==> src/rtl/pic_pkg.sv <==
// Shared types and constants for the 8259A host-side controller.
// Holds the controller state encoding, bus-timer types and command-byte constants.
package pic_pkg;

    typedef enum logic [3:0] {
        StIdle, StWIcw1, StWIcw2, StWIcw4, StWOcw1, StWOcw3,
        StReady, StAck1, StAckGap, StAck2, StVecHold, StEoiWr
    } pic_state_e;

    typedef enum logic [1:0] {OpWrite, OpPulse, OpGap} bus_op_e;

    typedef enum logic [2:0] {PhIdle, PhSetup, PhStrobe, PhHold, PhGap} bus_phase_e;

    localparam logic A0Icw1 = 1'b0;
    localparam logic A0Icw2 = 1'b1;
    localparam logic A0Icw4 = 1'b1;
    localparam logic A0Ocw1 = 1'b1;
    localparam logic A0Ocw3 = 1'b0;
    localparam logic A0Eoi  = 1'b0;

    localparam logic [2:0] EoiSpecificPrefix = 3'b011;
    localparam logic [7:0] EoiNonSpecific    = 8'h20;

    localparam int unsigned Icw1Ic4Bit  = 0;
    localparam int unsigned Icw4AeoiBit = 1;

    function automatic logic [7:0] specific_eoi(input logic [2:0] level);
        return {EoiSpecificPrefix, 2'b00, level};
    endfunction

endpackage

==> src/rtl/pic_host_ctrl_bus_cycle.sv <==
// Bus timer: setup/strobe/hold/gap sequence for PIC writes, bare INTA low phases
// and bare gap intervals. Strobes are decoded combinationally so abort/reset act at once.
module pic_bus_cycle
    import pic_pkg::*;
#(
    parameter int unsigned STROBE_CYCLES = 2,
    parameter int unsigned GAP_CYCLES    = 2
) (
    input  logic    clock,
    input  logic    reset_n,
    input  logic    start,
    input  logic    abort,
    input  bus_op_e op,
    output logic    idle,
    output logic    done,
    output logic    last_strobe,
    output logic    bus_drive,
    output logic    we_n,
    output logic    inta_n
);

    localparam logic [3:0] StrobeLast = 4'(STROBE_CYCLES - 1);
    localparam logic [3:0] GapLast    = 4'(GAP_CYCLES - 1);

    bus_phase_e phase_q, phase_d;
    bus_op_e    op_q, op_d;
    logic [3:0] cnt_q, cnt_d;
    logic       strobe_on;

    always_ff @(posedge clock or negedge reset_n) begin
        if (!reset_n) begin
            phase_q <= PhIdle;
            op_q    <= OpWrite;
            cnt_q   <= 4'd0;
        end else begin
            phase_q <= phase_d;
            op_q    <= op_d;
            cnt_q   <= cnt_d;
        end
    end

    always_comb begin
        phase_d = phase_q;
        op_d    = op_q;
        cnt_d   = cnt_q;
        done    = 1'b0;
        case (phase_q)
            PhIdle: begin
                if (start) begin
                    op_d  = op;
                    cnt_d = 4'd0;
                    case (op)
                        OpWrite: phase_d = PhSetup;
                        OpPulse: phase_d = PhStrobe;
                        default: phase_d = PhGap;
                    endcase
                end
            end
            PhSetup: begin
                phase_d = PhStrobe;
                cnt_d   = 4'd0;
            end
            PhStrobe: begin
                if (cnt_q == StrobeLast) begin
                    if (op_q == OpWrite) begin
                        phase_d = PhHold;
                    end else begin
                        phase_d = PhIdle;
                        done    = 1'b1;
                    end
                end else begin
                    cnt_d = cnt_q + 4'd1;
                end
            end
            PhHold: begin
                phase_d = PhGap;
                cnt_d   = 4'd0;
            end
            PhGap: begin
                if (cnt_q == GapLast) begin
                    phase_d = PhIdle;
                    done    = 1'b1;
                end else begin
                    cnt_d = cnt_q + 4'd1;
                end
            end
            default: phase_d = PhIdle;
        endcase
        if (abort) begin
            phase_d = PhIdle;
            done    = 1'b0;
        end
    end

    assign idle        = (phase_q == PhIdle);
    assign last_strobe = (phase_q == PhStrobe) && (cnt_q == StrobeLast);
    assign strobe_on   = (phase_q == PhStrobe) && !abort;
    assign we_n        = !(strobe_on && op_q == OpWrite);
    assign inta_n      = !(strobe_on && op_q == OpPulse);
    assign bus_drive   = (op_q == OpWrite) && !abort &&
                         (phase_q inside {PhSetup, PhStrobe, PhHold});

endmodule

==> src/rtl/pic_host_ctrl.sv <==
// Host-side sequencer for an 8259A: init byte writes, two-pulse interrupt
// acknowledge with vector handoff, and specific/automatic EOI handling.
module pic_host_ctrl
    import pic_pkg::*;
#(
    parameter int unsigned STROBE_CYCLES = 2,
    parameter int unsigned GAP_CYCLES    = 2
) (
    input  logic       clock,
    input  logic       reset_n,
    input  logic       init_start,
    input  logic [7:0] cfg_icw1,
    input  logic [7:0] cfg_icw2,
    input  logic [7:0] cfg_icw4,
    input  logic [7:0] cfg_ocw1,
    input  logic [7:0] cfg_ocw3,
    input  logic       eoi_req,
    input  logic [2:0] eoi_level,
    output logic       eoi_ack,
    output logic       vector_valid,
    output logic [7:0] vector,
    input  logic       vector_ready,
    output logic       init_done,
    output logic       busy,
    input  logic       INT,
    output logic       INTA,
    output logic       chip_select,
    output logic       write_enable,
    output logic       read_enable,
    output logic       A0,
    output logic [7:0] data_out,
    output logic       data_oe,
    input  logic [7:0] data_in
);

    pic_state_e state_q, state_d;
    logic       pending_q, pending_d;
    logic [2:0] pend_level_q, pend_level_d;
    logic [2:0] wr_level_q, wr_level_d;
    logic [7:0] vector_q, vector_d;
    logic       init_done_q, init_done_d;
    logic       eoi_ack_q, eoi_ack_d;

    bus_op_e    bus_op;
    logic       bus_start, bus_idle, bus_done, bus_last, bus_drive;
    logic [7:0] wr_byte;
    logic       wr_a0;

    pic_bus_cycle #(
        .STROBE_CYCLES (STROBE_CYCLES),
        .GAP_CYCLES    (GAP_CYCLES)
    ) u_bus (
        .clock       (clock),
        .reset_n     (reset_n),
        .start       (bus_start),
        .abort       (init_start),
        .op          (bus_op),
        .idle        (bus_idle),
        .done        (bus_done),
        .last_strobe (bus_last),
        .bus_drive   (bus_drive),
        .we_n        (write_enable),
        .inta_n      (INTA)
    );

    always_ff @(posedge clock or negedge reset_n) begin
        if (!reset_n) begin
            state_q      <= StIdle;
            pending_q    <= 1'b0;
            pend_level_q <= 3'd0;
            wr_level_q   <= 3'd0;
            vector_q     <= 8'h00;
            init_done_q  <= 1'b0;
            eoi_ack_q    <= 1'b0;
        end else begin
            state_q      <= state_d;
            pending_q    <= pending_d;
            pend_level_q <= pend_level_d;
            wr_level_q   <= wr_level_d;
            vector_q     <= vector_d;
            init_done_q  <= init_done_d;
            eoi_ack_q    <= eoi_ack_d;
        end
    end

    always_comb begin
        state_d      = state_q;
        pending_d    = pending_q;
        pend_level_d = pend_level_q;
        wr_level_d   = wr_level_q;
        vector_d     = vector_q;
        init_done_d  = init_done_q;
        eoi_ack_d    = 1'b0;
        bus_op       = OpWrite;
        wr_byte      = 8'h00;
        wr_a0        = 1'b0;
        case (state_q)
            StWIcw1: begin
                wr_byte = cfg_icw1;
                wr_a0   = A0Icw1;
                if (bus_done) state_d = StWIcw2;
            end
            StWIcw2: begin
                wr_byte = cfg_icw2;
                wr_a0   = A0Icw2;
                if (bus_done) state_d = cfg_icw1[Icw1Ic4Bit] ? StWIcw4 : StWOcw1;
            end
            StWIcw4: begin
                wr_byte = cfg_icw4;
                wr_a0   = A0Icw4;
                if (bus_done) state_d = StWOcw1;
            end
            StWOcw1: begin
                wr_byte = cfg_ocw1;
                wr_a0   = A0Ocw1;
                if (bus_done) state_d = StWOcw3;
            end
            StWOcw3: begin
                wr_byte = cfg_ocw3;
                wr_a0   = A0Ocw3;
                if (bus_done) begin
                    state_d     = StReady;
                    init_done_d = 1'b1;
                end
            end
            StReady: begin
                // EOI wins over a simultaneous interrupt request
                if (eoi_req || pending_q) begin
                    pending_d = 1'b0;
                    if (cfg_icw4[Icw4AeoiBit]) begin
                        eoi_ack_d = 1'b1;
                    end else begin
                        state_d    = StEoiWr;
                        wr_level_d = pending_q ? pend_level_q : eoi_level;
                    end
                end else if (INT) begin
                    state_d = StAck1;
                end
            end
            StAck1: begin
                bus_op = OpPulse;
                if (bus_done) state_d = StAckGap;
            end
            StAckGap: begin
                bus_op = OpGap;
                if (bus_done) state_d = StAck2;
            end
            StAck2: begin
                bus_op = OpPulse;
                if (bus_last) vector_d = data_in;
                if (bus_done) state_d = StVecHold;
            end
            StVecHold: begin
                if (vector_ready) state_d = StReady;
            end
            StEoiWr: begin
                wr_byte = specific_eoi(wr_level_q);
                wr_a0   = A0Eoi;
                if (bus_done) begin
                    state_d   = StReady;
                    eoi_ack_d = 1'b1;
                end
            end
            default: ;
        endcase
        // One-deep EOI latch; later requests are dropped until it is served
        if (state_q != StReady && eoi_req && !pending_q) begin
            pending_d    = 1'b1;
            pend_level_d = eoi_level;
        end
        if (init_start) begin
            state_d     = StWIcw1;
            init_done_d = 1'b0;
        end
    end

    assign bus_start = bus_idle && !init_start &&
                       (state_q inside {StWIcw1, StWIcw2, StWIcw4, StWOcw1, StWOcw3,
                                        StAck1, StAckGap, StAck2, StEoiWr});

    assign chip_select  = !bus_drive;
    assign read_enable  = 1'b1;
    assign A0           = bus_drive ? wr_a0 : 1'b0;
    assign data_out     = bus_drive ? wr_byte : 8'h00;
    assign data_oe      = bus_drive;
    assign vector       = vector_q;
    assign vector_valid = (state_q == StVecHold);
    assign init_done    = init_done_q;
    assign eoi_ack      = eoi_ack_q;
    assign busy         = !(state_q inside {StIdle, StReady});

endmodule

==> config.mk <==
export PLATFORM = sky130hd
export DESIGN_NAME = pic_host_ctrl
export DESIGN_NICKNAME = d
export VERILOG_FILES = /design/src/rtl/pic_pkg.sv /design/src/rtl/pic_host_ctrl_bus_cycle.sv /design/src/rtl/pic_host_ctrl.sv
export SDC_FILE = /design/constraint.sdc
export NUM_CORES = 1
export LEC_CHECK = 0
export CAP_MARGIN = 25
export CORE_MARGIN = 3
export CORE_UTILIZATION = 41
export DETAILED_ROUTE_END_ITERATION = 8
export PLACE_DENSITY = 0.75
export SYNTH_ARGS = -nofsm -noshare
export SYNTH_HDL_FRONTEND = slang
export SYNTH_HIERARCHICAL = 1
export SYNTH_SLANG_ARGS = --single-unit
==> constraint.sdc <==
create_clock -name clock -period 3.87 [get_ports clock]
set_input_delay 0.5805 -clock clock [delete_from_list [all_inputs] [get_ports clock]]
set_output_delay 0.5805 -clock clock [all_outputs]
set_load 0.005 [all_outputs]
==> key figures <==
Detailed routing
  • DR pass1 iterations: 4
  • Final ANT Viol Nets: 0
  • Iter 0 DRT Violations: just under 200
  • Routed len/inst: ~15 um
  • Vias per cell: 5.436
  • Total number of vias: 2207
  • WL final: about 6.3 mm
  • DRC: 0

Synth
  • Avg Inst Size Synth: ~8.8 um^2
  • Main synth FF type: dfrtp_1
  • Mapped cell area: between 2000 and 2500 um^2
  • Synth top area cells: dfrtp_1, mux2i_1, nor2_1
  • Synth top area share: 33.75%
  • Yosys cell types: between 60 and 70
  • Synth Warn #: 6
  • Syn_nets: about 310
  • Asr flop ratio synth: 100.0%
  • Seq/Total Area, Yosys: approximately a third
  • Synth Instances: approximately 250
  • Synth Register Bits: 30
  • Top cell type by total area after synthesis: dfrtp_1
  • Number of synthesized flops with an enable pin: 0

Global route
  • GRT overflow: 0
  • Largest net degree at the start of global routing: 31
  • Overall routing resource usage: a little over 20%
  • Vias in the first global route: between 2000 and 2500
  • First-pass GRT wire length: 10.33 mm
  • Initial antenna violation count: 0

Layout
  • Fin cells: just over 400
  • Synth-to-Final Area Change: 42.35%
  • Share of cells above drive strength 1: roughly 13%
  • Ant. Diodes: 0
  • Final Net Count: between 300 and 400

Clock tree
  • Post-CTS Resized: 0
  • CTS tree: built
  • Clk_lat worst skew: roughly 280 ps
  • Root Buffer: clkbuf_8
  • H-tree levels: 2
  • Total CTS buffers: 5
  • Bufs on Longest Clock Path: 2
  • Post-CTS Setup Repair Bufs: 0
  • Worst-path clk slew: 60 ps
  • Hold_buf cts: 0
  • Clock sink total: 30

Die
  • Total core area: 5172 um^2
  • Die area: between 6000 and 7000 um^2
  • Chip height: about 80 um
  • Initial Util: a little over two fifths
  • Die X: 79.66 um
  • Row count: 26
  • Io pins: a little over 80

Worst setup path
  • Critical path class: flop to output pin
  • Data required, critical path: around 3300 ps
  • Critical path arrival: around 2400 ps
  • Max FO, Critical Path: 20
  • Setup crit start kind: flop
  • Crit end category: output pin

Flow run
  • # Max-Cap Violations: 0

STA
  • # setup viols final: 0
  • Unrepaired setup endpoints after global routing: false
  • Final setup skew: 7.894 ps
  • Fin crit share: around four fifths
  • Fin Setup TNS: 0 ps
  • Min cycle time layout: between 3000 and 4000 ps
  • Slew Viols, Final: 0
  • Relative slew slack: about 55%
  • Fmax: around 330 MHz
  • Worst Tran Pin Value: 673.6 ps
  • Count of final hold-check violations: 0

Placed design
  • Placed cell count: ~400
  • Dpl hpwl: around 4.9 mm
  • IO Port Bufs: between 80 and 90
  • RePlAce Congestion: slightly below 0.9

Min path
  • Worst Hold Class: flop to flop

Power
  • Sequential Power Share: a little under a third
  • Peak supply drop: between 200 and 250 uV
  • PD cells: roughly 510 nW/um^2
  • Combinational share of power: ~55%
  • Net switching power: 0.6783 mW
  • Leak: 1.326 nW
  • Switching part of the total: 42.20%
  • Design Power: 1.607 mW
  • Internal: 0.9290 mW
  • Clk pwr share: roughly 15%

Outcome
  • Status: finished clean
==> Yosys cell counts, types with 3 or more instances <==
master and number:
clkbuf_1 4, inv_1 7, nand2_1 19, nand2b_1 6
o21ai_0 15, buf_6 4, or2_2 3, dfrtp_1 30
nand3_1 7, nor3_1 4, nand3b_1 3, nor2b_1 3
buf_2 4, o22ai_1 4, mux2_2 11, nor2_1 36
a21oi_1 18, mux2i_1 17
==> per-stage QoR <==
stage                     utilization [%]  worst slack, ps  cell area [um^2]  hold WS (ps)
after floorplan                         -             1697              2225         284.9
after global routing                61.22            686.6              3167         523.7
final                               61.22            845.6              3167         505.7
after detailed placement            59.70            879.4              3088         494.8
after global placement              59.70            889.9              3088         488.7
after CTS                           61.22            853.4              3167         509.9
==> worst paths after layout <==
| check | startpoint | to | slack (ps) | cells past startpoint |
|---|---|---|---|---|
| min in group asynchronous | reset_n | u_bus/cnt_q[1] | 680 | 2 |
| hold reg to reg | vector[0] | vector[0] | 510 | 1 |
| setup reg to reg | state_q[0] | u_bus/cnt_q[2] | 1280 | 9 |
| hold / removal | vector[0] | vector[0] | 510 | 1 |
| max in group asynchronous | reset_n | u_bus/phase_q[1] | 2900 | 2 |
| setup / recovery | state_q[2] | data_out[2] | 850 | 5 |
==> power by group through the flow <==
stage / Combinational, mW / Sequential (mW) / Clock (mW)
after floorplan: 0.684 / 0.425 / 0
after global placement: 0.862 / 0.497 / 0
after detailed placement: 0.872 / 0.497 / 0
after CTS: 0.875 / 0.493 / 0.243
after global routing: 0.967 / 0.508 / 0.255
final: 0.878 / 0.495 / 0.234
==> cell families after synthesis <==
kind of cell,share of synthesized area (%)
AOI/OAI and AO/OA,19.57
xor gates and xnor gates,0.7875
adders and majority gates,1.125
buffers and inverters,5.624
DFF,33.75
muxes,14.57
other,0.1686
and+or+nand+nor,24.41
==> layer usage <==
| layer | up-vias | routed length [um] | track usage [%] |
|---|---|---|---|
| met3 | 6 | 240 | 3.273 |
| met1 | 1062 | 2675 | 27.82 |
| met2 | 55 | 3305 | 34.14 |
| met5 | - | 0 | 0 |
| li1 | 1084 | - | - |
| met4 | 0 | 52 | 4.811 |
==> registers in the layout, summed over array words and instances (netlist names) <==
| name | flops |
|---|---|
| wr_level_q | 3 |
| init_done | 1 |
| eoi_ack | 1 |
| pend_level_q | 3 |
| u_bus/phase_q | 3 |
| state_q | 4 |
| u_bus/cnt_q | 4 |
| pending_q | 1 |
| vector | 8 |
| u_bus/op_q | 2 |
==> final cells by class <==
cell class | instances | area (um^2)
repair buffers | 89 | 870.8
fillers | 454 | 2006
well taps | 70 | 87.58
multi-input cells | 202 | 1349
clock inverters | 2 | 10.01
inverters | 8 | 30.03
flip-flops and latches | 30 | 750.7
clock buffers | 5 | 68.82
==> critical path, cell delays in order, from the launching register on <==
cell	delay (ps)
dfrtp_1	740
nor2b_1	300
a221oi_1	120
o32a_1	370
nor2_1	110
clkdlybuf4s50_1	520
==> layout by cell type, fill, tap and decap left out, drive strengths merged, types with 2 or more instances in the layout <==
cell,count
clkinv,2
nand2b,7
nand3b,3
nand3,7
nand2,20
clkbuf,5
o211ai,2
or4,3
nor3,4
inv,8
and2,3
or2,4
buf,8
ha,2
a21oi,19
dfrtp,30
a311oi,2
nor4,3
a22o,2
nor2b,3
a32o,2
clkdlybuf4s50,81
nor2,39
o31ai,2
mux2,13
o21ai,16
o2bb2ai,2
mux2i,17
and3,2
o22ai,4
a221oi,2
Power figures use the tool's default switching activity.
